<file path="src/rtl/param_shift_reg_if.sv">
`default_nettype none
// ============================================================================
//  Module      : param_shift_reg_if
//  Description : Bus bundle for param_shift_reg. The master side (the
//                datapath driving the register) supplies the control and
//                data inputs; the slave side (the shift register) returns
//                the register contents, serial output and burst status.
//
//  Signals     : en        - clock enable for all updates and burst progress
//                mode      - operation select (HOLD/SR/SL/RR/RL/LOAD)
//                sin       - serial input bit for shift modes
//                pdata_in  - parallel load data
//                start     - burst request, sampled while idle
//                count     - number of burst shifts
//                pdata_out - current register contents
//                sout      - registered bit last shifted/rotated out
//                busy      - burst in progress
//                done      - one-cycle pulse after the final burst shift
//
//  Revision    : 1.0  initial release
// ============================================================================
interface param_shift_reg_if #(
    parameter int WIDTH = 8,
    parameter int CNT_W = 4
);
    logic             en;
    logic [2:0]       mode;
    logic             sin;
    logic [WIDTH-1:0] pdata_in;
    logic             start;
    logic [CNT_W-1:0] count;
    logic [WIDTH-1:0] pdata_out;
    logic             sout;
    logic             busy;
    logic             done;

    modport master (
        output en, mode, sin, pdata_in, start, count,
        input  pdata_out, sout, busy, done
    );

    modport slave (
        input  en, mode, sin, pdata_in, start, count,
        output pdata_out, sout, busy, done
    );
endinterface
`default_nettype wire

</file>
<file path="src/rtl/param_shift_reg.sv">
`default_nettype none
// ============================================================================
//  Module      : param_shift_reg
//  Description : WIDTH-bit universal register: parallel load, shift
//                left/right and rotate left/right, with clock enable,
//                registered serial output and a counted burst-shift engine
//                that performs 'count' shifts autonomously.
//
//  Ports       : clk    - rising-edge clock
//                reset  - synchronous, active-high reset (overrides en)
//                bus    - param_shift_reg_if.slave (control, data, status)
//
//  Mode codes  : 0 HOLD, 1 SR, 2 SL, 3 RR, 4 RL, 5 LOAD, 6/7 HOLD
//
//  Notes       : The interface instance must be parameterised with the same
//                WIDTH and CNT_W as this module.
//
//  Revision    : 1.0  initial release
// ============================================================================
module param_shift_reg #(
    parameter int               WIDTH     = 8,
    parameter int               CNT_W     = 4,
    parameter logic [WIDTH-1:0] RESET_VAL = '0
) (
    input  wire logic        clk,
    input  wire logic        reset,
    param_shift_reg_if.slave bus
);

    // ------------------------------------------------------------------
    // Constants
    // ------------------------------------------------------------------
    localparam logic [2:0] c_MODE_HOLD = 3'd0;
    localparam logic [2:0] c_MODE_SR   = 3'd1;
    localparam logic [2:0] c_MODE_SL   = 3'd2;
    localparam logic [2:0] c_MODE_RR   = 3'd3;
    localparam logic [2:0] c_MODE_RL   = 3'd4;
    localparam logic [2:0] c_MODE_LOAD = 3'd5;

    localparam logic [0:0] c_S_IDLE  = 1'b0;
    localparam logic [0:0] c_S_BURST = 1'b1;

    localparam logic [CNT_W-1:0] c_CNT_ZERO = '0;
    localparam logic [CNT_W-1:0] c_CNT_ONE  = {{(CNT_W-1){1'b0}}, 1'b1};

    // ------------------------------------------------------------------
    // State
    // ------------------------------------------------------------------
    logic [WIDTH-1:0] r_reg;
    logic             r_sout;
    logic             r_busy;
    logic             r_done;
    logic [0:0]       r_state;
    logic [2:0]       r_bmode;
    logic [CNT_W-1:0] r_rem;

    // ------------------------------------------------------------------
    // Next-value datapath
    // ------------------------------------------------------------------
    logic [2:0]       w_op;
    logic             w_mode_is_shift;
    logic [WIDTH-1:0] w_next_reg;
    logic             w_next_sout;

    // During a burst the latched mode drives the datapath and the live
    // mode input is ignored. A latched mode is always one of SR/SL/RR/RL,
    // so the LOAD arm below is only reachable from IDLE.
    assign w_op            = (r_state == c_S_BURST) ? r_bmode : bus.mode;
    assign w_mode_is_shift = (bus.mode >= c_MODE_SR) && (bus.mode <= c_MODE_RL);

    always_comb begin
        w_next_reg  = r_reg;
        w_next_sout = r_sout;
        case (w_op)
            c_MODE_SR: begin
                w_next_reg  = {bus.sin, r_reg[WIDTH-1:1]};
                w_next_sout = r_reg[0];
            end
            c_MODE_SL: begin
                w_next_reg  = {r_reg[WIDTH-2:0], bus.sin};
                w_next_sout = r_reg[WIDTH-1];
            end
            c_MODE_RR: begin
                w_next_reg  = {r_reg[0], r_reg[WIDTH-1:1]};
                w_next_sout = r_reg[0];
            end
            c_MODE_RL: begin
                w_next_reg  = {r_reg[WIDTH-2:0], r_reg[WIDTH-1]};
                w_next_sout = r_reg[WIDTH-1];
            end
            c_MODE_LOAD: begin
                w_next_reg  = bus.pdata_in;
            end
            c_MODE_HOLD: begin
            end
            default: begin
                // codes 6 and 7 hold
            end
        endcase
    end

    // ------------------------------------------------------------------
    // Register, serial output and burst controller
    // ------------------------------------------------------------------
    always_ff @(posedge clk) begin
        if (reset) begin
            r_reg   <= RESET_VAL;
            r_sout  <= 1'b0;
            r_busy  <= 1'b0;
            r_done  <= 1'b0;
            r_state <= c_S_IDLE;
            r_bmode <= c_MODE_HOLD;
            r_rem   <= c_CNT_ZERO;
        end else begin
            // done is a single-cycle pulse; it is cleared even when stalled
            r_done <= 1'b0;
            if (bus.en) begin
                case (r_state)
                    c_S_IDLE: begin
                        if (bus.start && w_mode_is_shift) begin
                            // A burst request wins over the single op; the
                            // register is untouched on the accepting edge.
                            if (bus.count != c_CNT_ZERO) begin
                                r_bmode <= bus.mode;
                                r_rem   <= bus.count;
                                r_state <= c_S_BURST;
                                r_busy  <= 1'b1;
                            end else begin
                                r_done  <= 1'b1;
                            end
                        end else begin
                            r_reg  <= w_next_reg;
                            r_sout <= w_next_sout;
                        end
                    end
                    c_S_BURST: begin
                        r_reg  <= w_next_reg;
                        r_sout <= w_next_sout;
                        r_rem  <= r_rem - c_CNT_ONE;
                        if (r_rem == c_CNT_ONE) begin
                            r_state <= c_S_IDLE;
                            r_busy  <= 1'b0;
                            r_done  <= 1'b1;
                        end
                    end
                    default: begin
                        r_state <= c_S_IDLE;
                        r_busy  <= 1'b0;
                    end
                endcase
            end
        end
    end

    // ------------------------------------------------------------------
    // Outputs
    // ------------------------------------------------------------------
    assign bus.pdata_out = r_reg;
    assign bus.sout      = r_sout;
    assign bus.busy      = r_busy;
    assign bus.done      = r_done;

endmodule
`default_nettype wire

</file>
<file path="src/flat_wrapper.sv">
// flat-port wrapper written by rule: the top's interface ports become plain ports
module param_shift_reg_flat 
#(
    parameter int               WIDTH     = 8,
    parameter int               CNT_W     = 4,
    parameter logic [WIDTH-1:0] RESET_VAL = '0
)
  (clk, reset, bus_en, bus_mode, bus_sin, bus_pdata_in, bus_start, bus_count, bus_pdata_out, bus_sout, bus_busy, bus_done);
  param_shift_reg_if #(.WIDTH(WIDTH), .CNT_W(CNT_W)) bus_i ();
  input  wire logic clk;
  input  wire logic reset;
  input wire logic [$bits(bus_i.en)-1:0] bus_en;
  input wire logic [$bits(bus_i.mode)-1:0] bus_mode;
  input wire logic [$bits(bus_i.sin)-1:0] bus_sin;
  input wire logic [$bits(bus_i.pdata_in)-1:0] bus_pdata_in;
  input wire logic [$bits(bus_i.start)-1:0] bus_start;
  input wire logic [$bits(bus_i.count)-1:0] bus_count;
  output wire logic [$bits(bus_i.pdata_out)-1:0] bus_pdata_out;
  output wire logic [$bits(bus_i.sout)-1:0] bus_sout;
  output wire logic [$bits(bus_i.busy)-1:0] bus_busy;
  output wire logic [$bits(bus_i.done)-1:0] bus_done;
  assign bus_i.en = bus_en;
  assign bus_i.mode = bus_mode;
  assign bus_i.sin = bus_sin;
  assign bus_i.pdata_in = bus_pdata_in;
  assign bus_i.start = bus_start;
  assign bus_i.count = bus_count;
  assign bus_pdata_out = bus_i.pdata_out;
  assign bus_sout = bus_i.sout;
  assign bus_busy = bus_i.busy;
  assign bus_done = bus_i.done;
  param_shift_reg #(.WIDTH(WIDTH), .CNT_W(CNT_W), .RESET_VAL(RESET_VAL)) u_core (.clk(clk), .reset(reset), .bus(bus_i));
endmodule
</file>
<file path="config.mk">
export PLATFORM = sky130hd
export DESIGN_NAME = param_shift_reg_flat
export DESIGN_NICKNAME = d
export VERILOG_FILES = /design/src/rtl/param_shift_reg_if.sv /design/src/rtl/param_shift_reg.sv /design/src/flat_wrapper.sv
export SDC_FILE = /design/constraint.sdc
export NUM_CORES = 1
export LEC_CHECK = 0
export ABC_AREA = 0
export BUFFER_PORTS_ARGS = -buffer_cell sky130_fd_sc_hd__buf_2
export CAP_MARGIN = 20
export CORE_ASPECT_RATIO = 1.5
export CORE_MARGIN = 2
export CORE_UTILIZATION = 40
export CTS_CLUSTER_DIAMETER = 30
export DETAILED_ROUTE_END_ITERATION = 10
export REMOVE_ABC_BUFFERS = 1
export SLEW_MARGIN = 5
export SYNTH_ARGS = -nofsm -noshare
export SYNTH_HDL_FRONTEND = slang
export SYNTH_SLANG_ARGS = --single-unit
</file>
<file path="constraint.sdc">
create_clock -name clk -period 5.01 [get_ports clk]
set_input_delay 1.002 -clock clk [delete_from_list [all_inputs] [get_ports clk]]
set_output_delay 1.002 -clock clk [all_outputs]
set_load 0.1 [all_outputs]
</file>
Word-level counts from Yosys, hierarchy flattened

Cells that the tools add are included.

Register bits after elaboration: 19
Input bits: 20
Output and inout port bits: 11
Word-level logic and storage cells: 54

Add/subtract/negate cells: 1
$lt $le $gt $ge: 2
Eq/ne operators: 10
Multiplexer cells: 22
Bitwise gates (word level): 2
Reduce and logical (&&, ||, !) cells: 10

Operators by type and width:

| operator              | number |
|---|---|
| $pmux W8 S5           | 1 |
| $pmux W8 S2           | 1 |
| $mux W1               | 10 |
| $pmux W1 S2           | 5 |
| $mux W4               | 2 |
| $mux W8               | 1 |
| $pmux W4 S2           | 1 |
| $reduce_and A4 Y1     | 2 |
| $eq A3 B2 Y1 const B  | 2 |
| $eq A3 B3 Y1 const B  | 2 |
| $reduce_or A2 Y1      | 3 |
| $eq A4 B1 Y1 const B  | 1 |
| $ne A2 B1 Y1 const B  | 2 |
| $ne A2 B2 Y1 const B  | 2 |
| $reduce_bool A4 Y1    | 1 |
| $sub A4 B1 Y4 const B | 1 |
| $eq A3 B1 Y1 const B  | 1 |
| $ge A3 B1 Y1 const B  | 1 |
| $le A3 B3 Y1 const B  | 1 |
| $mux W3               | 1 |
| $reduce_and A3 Y1     | 1 |
| $logic_and A1 B1 Y1   | 2 |
| $not A1 Y1            | 2 |
| $reduce_and A2 Y1     | 1 |

Depth between registers and ports, before layout

Depth after elaboration: 6
Depth in mapped cells: 7
Mapped depth without buffers: 6

Worst setup path after synthesis

No wires, ideal clock.

Path type: input to register
Start point: in bus_mode[0]
End point: reg u_core.r_reg[0] (netlist: u_core.bus.pdata_out[0])
Data arrival time: 2.229 ns
Data required time: 4.930 ns
Setup slack: 2.701 ns
Stages: 6
Cells stage by stage: or3_1 -> and4b_1 -> a211oi_4 -> buf_6 -> nor2_1 -> a211oi_2

Longest elaborated chain between the ends: 5

Ends and longest elaborated chain:

| item                                               | RTL line                                      | source |
|---|---|---|
| from (decl)                                        | flat_wrapper.sv:13                            | `input wire logic [$bits(bus_i.mode)-1:0] bus_mode;` |
| $mux W3 (tied with other cells)                    | param_shift_reg.sv:68                         | `assign w_op = (r_state == c_S_BURST) ? r_bmode : bus.mode;` |
| $eq A3 B3 Y1 (tied with other cells)               | param_shift_reg.sv:74                         | `case (w_op)` |
| $pmux W8 S5 or $logic_and A1 B1 Y1 (tied branches) | param_shift_reg.sv:74, param_shift_reg.sv:120 |  |
| $mux W8 or $ne A2 B2 Y1 (tied branches)            | --                                            |  |
| $pmux W8 S2 or $reduce_and A2 Y1 (tied branches)   | --                                            |  |
| to (signal assigned)                               | param_shift_reg.sv:132                        | `r_reg <= w_next_reg;` |
| to (signal assigned)                               | param_shift_reg.sv:137                        | `r_reg <= w_next_reg;` |
| to (decl)                                          | param_shift_reg.sv:49                         | `logic [WIDTH-1:0] r_reg;` |

Parallel ways exist; a longest one is shown, timed or not. The select of a mux whose other input is x is not followed.
A chain may end at the register's enable or synchronous reset.

Final worst setup path

Start point: in bus_mode[0]
End point: reg u_core.r_reg[2] (netlist: u_core.bus.pdata_out[2])

The elaborated chain is that of the path after synthesis.

==> flow_summary.yaml <==
clock_network:
  cts_root_buf: "clkbuf_8"
  cts-buffers-inserted: 3
  post_cts_buffers: 0
  cts_tree: "done"
  clock-sinks: 19
  postCtsHoldBufs: 0
  path_clk_slew_ps: 70
  clock_latency_ps: 260
  clock_path_buffers: 2
  cts_resized: 0
  htreeDepth: 1
global_route:
  grt_pass1_wl_um: 4750
  grt_max_degree: 21
  antenna_found_initial: 0
  overflow: 0
  track_usage: 0.191
  grt_pass1_vias: 1087
route:
  wirelength_um: 2970
  wire_per_inst_um: 14.9
  num_vias: 1110
  ant_nets: 0
  dr.pass1.iters: 4
  initialDrtViolationCount: 34
  remaining_drc_errors: 0
  routed_via_density: 5.58
place:
  port_buffers: 30
  dp_cells: 195
  place_congestion: 0.750
  hpwl_um: 2230
  dpl_worst_slack_ps: 2200
critical_path:
  path_max_fanout: 11
  cp-start-kind: "primary input"
  r2r_slack_ps: 2530
  critPathCaptureType: "flip-flop"
  arrival_ps: 2720
  cp.required_ps: 5170
  path_class: "primary input to flip-flop"
sta:
  tightest_slew_ps: 667
  whs_ps: 498
  fin_tns_setup_ps: 0
  setup_viol: 0
  min_period_over_period: 0.511
  min_period_ps: 2560
  fmax_ghz: 0.391
  grt_setup_unrepaired: "false"
  drv_slew: 0
  layout_setup_ws_ps: 2450
  relSlewSlack: 0.542
  finalHoldViolCount: 0
  finClkSkew_ps: 2.03
power_and_ir_drop:
  p_total_uw: 407
  powerDensity_nw_per_um2: 297
  peakVddDrop_uv: 215
  leakage_uw: 0.000544
flow_run:
  cap_violations: 0
synth:
  synth.top_cells.by_area: "dfxtp_1 33%, o32ai_1 9.0%, nor2_1 6.4%, mux2i_1 5.2%, nand2b_1 3.8%"
  yosysTopAreaCell: "dfxtp_1"
  syn_area_um2: 1170
  seq_area_frac_synth: 0.326
  syn_inst: 133
  ys_warn_count: 0
  syn-mean-instance-area_um2: 8.77
  synth_top_cell_area_share: 0.326
  synth.ff_latch_count: 19
  synth_cell_types: 41
  synth_edf_count: 0
  synthFlopType: "dfxtp_1"
  synthArstFlopShare: 0
die:
  initial_utilization: 0.409
  io_pins: 31
  fp.dieArea_um2: 3370
  dieHeight_um: 70.1
  core-area_um2: 2850
  die_x_um: 48.1
  row_count: 24
layout:
  final_nets: 183
  stdcell_count: 199
  syn2layout_area_growth_pct: 17.3
  layout-drive-gt1-share: 0.288
  num_antenna_cells: 0
  fillers: 294
outcome:
  status: "finished clean"
hold_path:
  hp-class: "flip-flop to flip-flop"
[cells by family (layout without fill, tap and decap cells)]
kind of cell             Yosys count  after routing  synth area share
AND/OR/NAND/NOR                   55             55             0.245
AO/OA/AOI/OAI                     35             35             0.251
flip-flops                        19             19             0.326
buffers and inverters             12             39            0.0536
multiplexers                      10             10             0.103
adder cells (fa/ha/maj)            2              2            0.0215
[metrics by stage]
stage	area [um^2]	utilization
floorplan	1120	-
global placement	1320	0.463
detailed placement	1320	0.463
CTS	1370	0.479
global route	1370	0.479
finish	1370	0.479
[sequential cells by signal, summed over array words and instances, names as in the netlist]
signal,count
u_core.bus.pdata_out,8
u_core.bus.done,1
u_core.bus.busy,1
u_core.r_state,1
u_core.bus.sout,1
u_core.r_bmode,3
u_core.r_rem,4
[synth_stat cells, types with 2 or more instances]
| cell | n |
|---|---|
| or3_1 | 2 |
| mux2i_1 | 6 |
| a21oi_1 | 4 |
| inv_1 | 5 |
| buf_2 | 2 |
| dfxtp_1 | 19 |
| nor3_1 | 2 |
| a31oi_1 | 2 |
| a22oi_1 | 2 |
| or3b_2 | 2 |
| nor2_1 | 20 |
| nand3_1 | 3 |
| o21ai_0 | 2 |
| nor4_1 | 2 |
| nand2_1 | 9 |
| a211oi_1 | 4 |
| nand2b_1 | 7 |
| clkbuf_1 | 3 |
| o32ai_1 | 12 |
| mux2_2 | 2 |
| ha_1 | 2 |
| buf_6 | 2 |
[worst max-delay path, cell delays in order]
cell	delay [ps]
buf_2	120
or3_1	380
and4b_1	270
a211oi_4	440
nand2b_2	190
o32ai_1	310
[placed cells by master, fill, tap and decap left out, types with 2 or more instances in the layout]
cell type,instances
buf_2,30
nor2_1,20
dfxtp_1,19
o32ai_1,12
nand2_1,9
nand2b_1,7
mux2i_1,6
inv_1,5
a211oi_1,4
a21oi_1,4
nand3_1,3
clkbuf_8,3
o21ai_0,2
or3_1,2
or3b_2,2
a31oi_1,2
mux2_2,2
nor4_1,2
nor3_1,2
a22oi_1,2
ha_1,2
[final cells by class]
cell class	count	area, um^2	share of cell area
clock inverters	1	5.00	0.00366
flip-flops and latches	19	380	0.278
clock buffers	3	41.3	0.0302
multi-input cells	102	723	0.529
repair buffers	30	150	0.110
well taps	39	48.8	0.0357
inverters	5	18.8	0.0137
[per-layer routing]
metal	vias up	track usage	wire, um
met5	-	0	0
met4	0	0.0631	36
met3	4	0.0310	138
met2	36	0.335	1530
met1	519	0.218	1270
li1	551	-	-
[where the power goes]
group | switching [uW] | internal [uW]
Clock | 53.7 | 55.3
Combinational | 85.8 | 40.3
Sequential | 11.3 | 160
Total | 151 | 256
[worst paths after layout]
path / cells past startpoint / end / startpoint
max: 6 / u_core.bus.pdata_out[2] / bus_mode[0]
min: 2 / u_core.r_rem[3] / u_core.r_rem[3]
max reg2reg: 5 / u_core.bus.pdata_out[2] / u_core.r_state
min reg2reg: 2 / u_core.r_rem[3] / u_core.r_rem[3]
(Power assumes the default switching activity.)
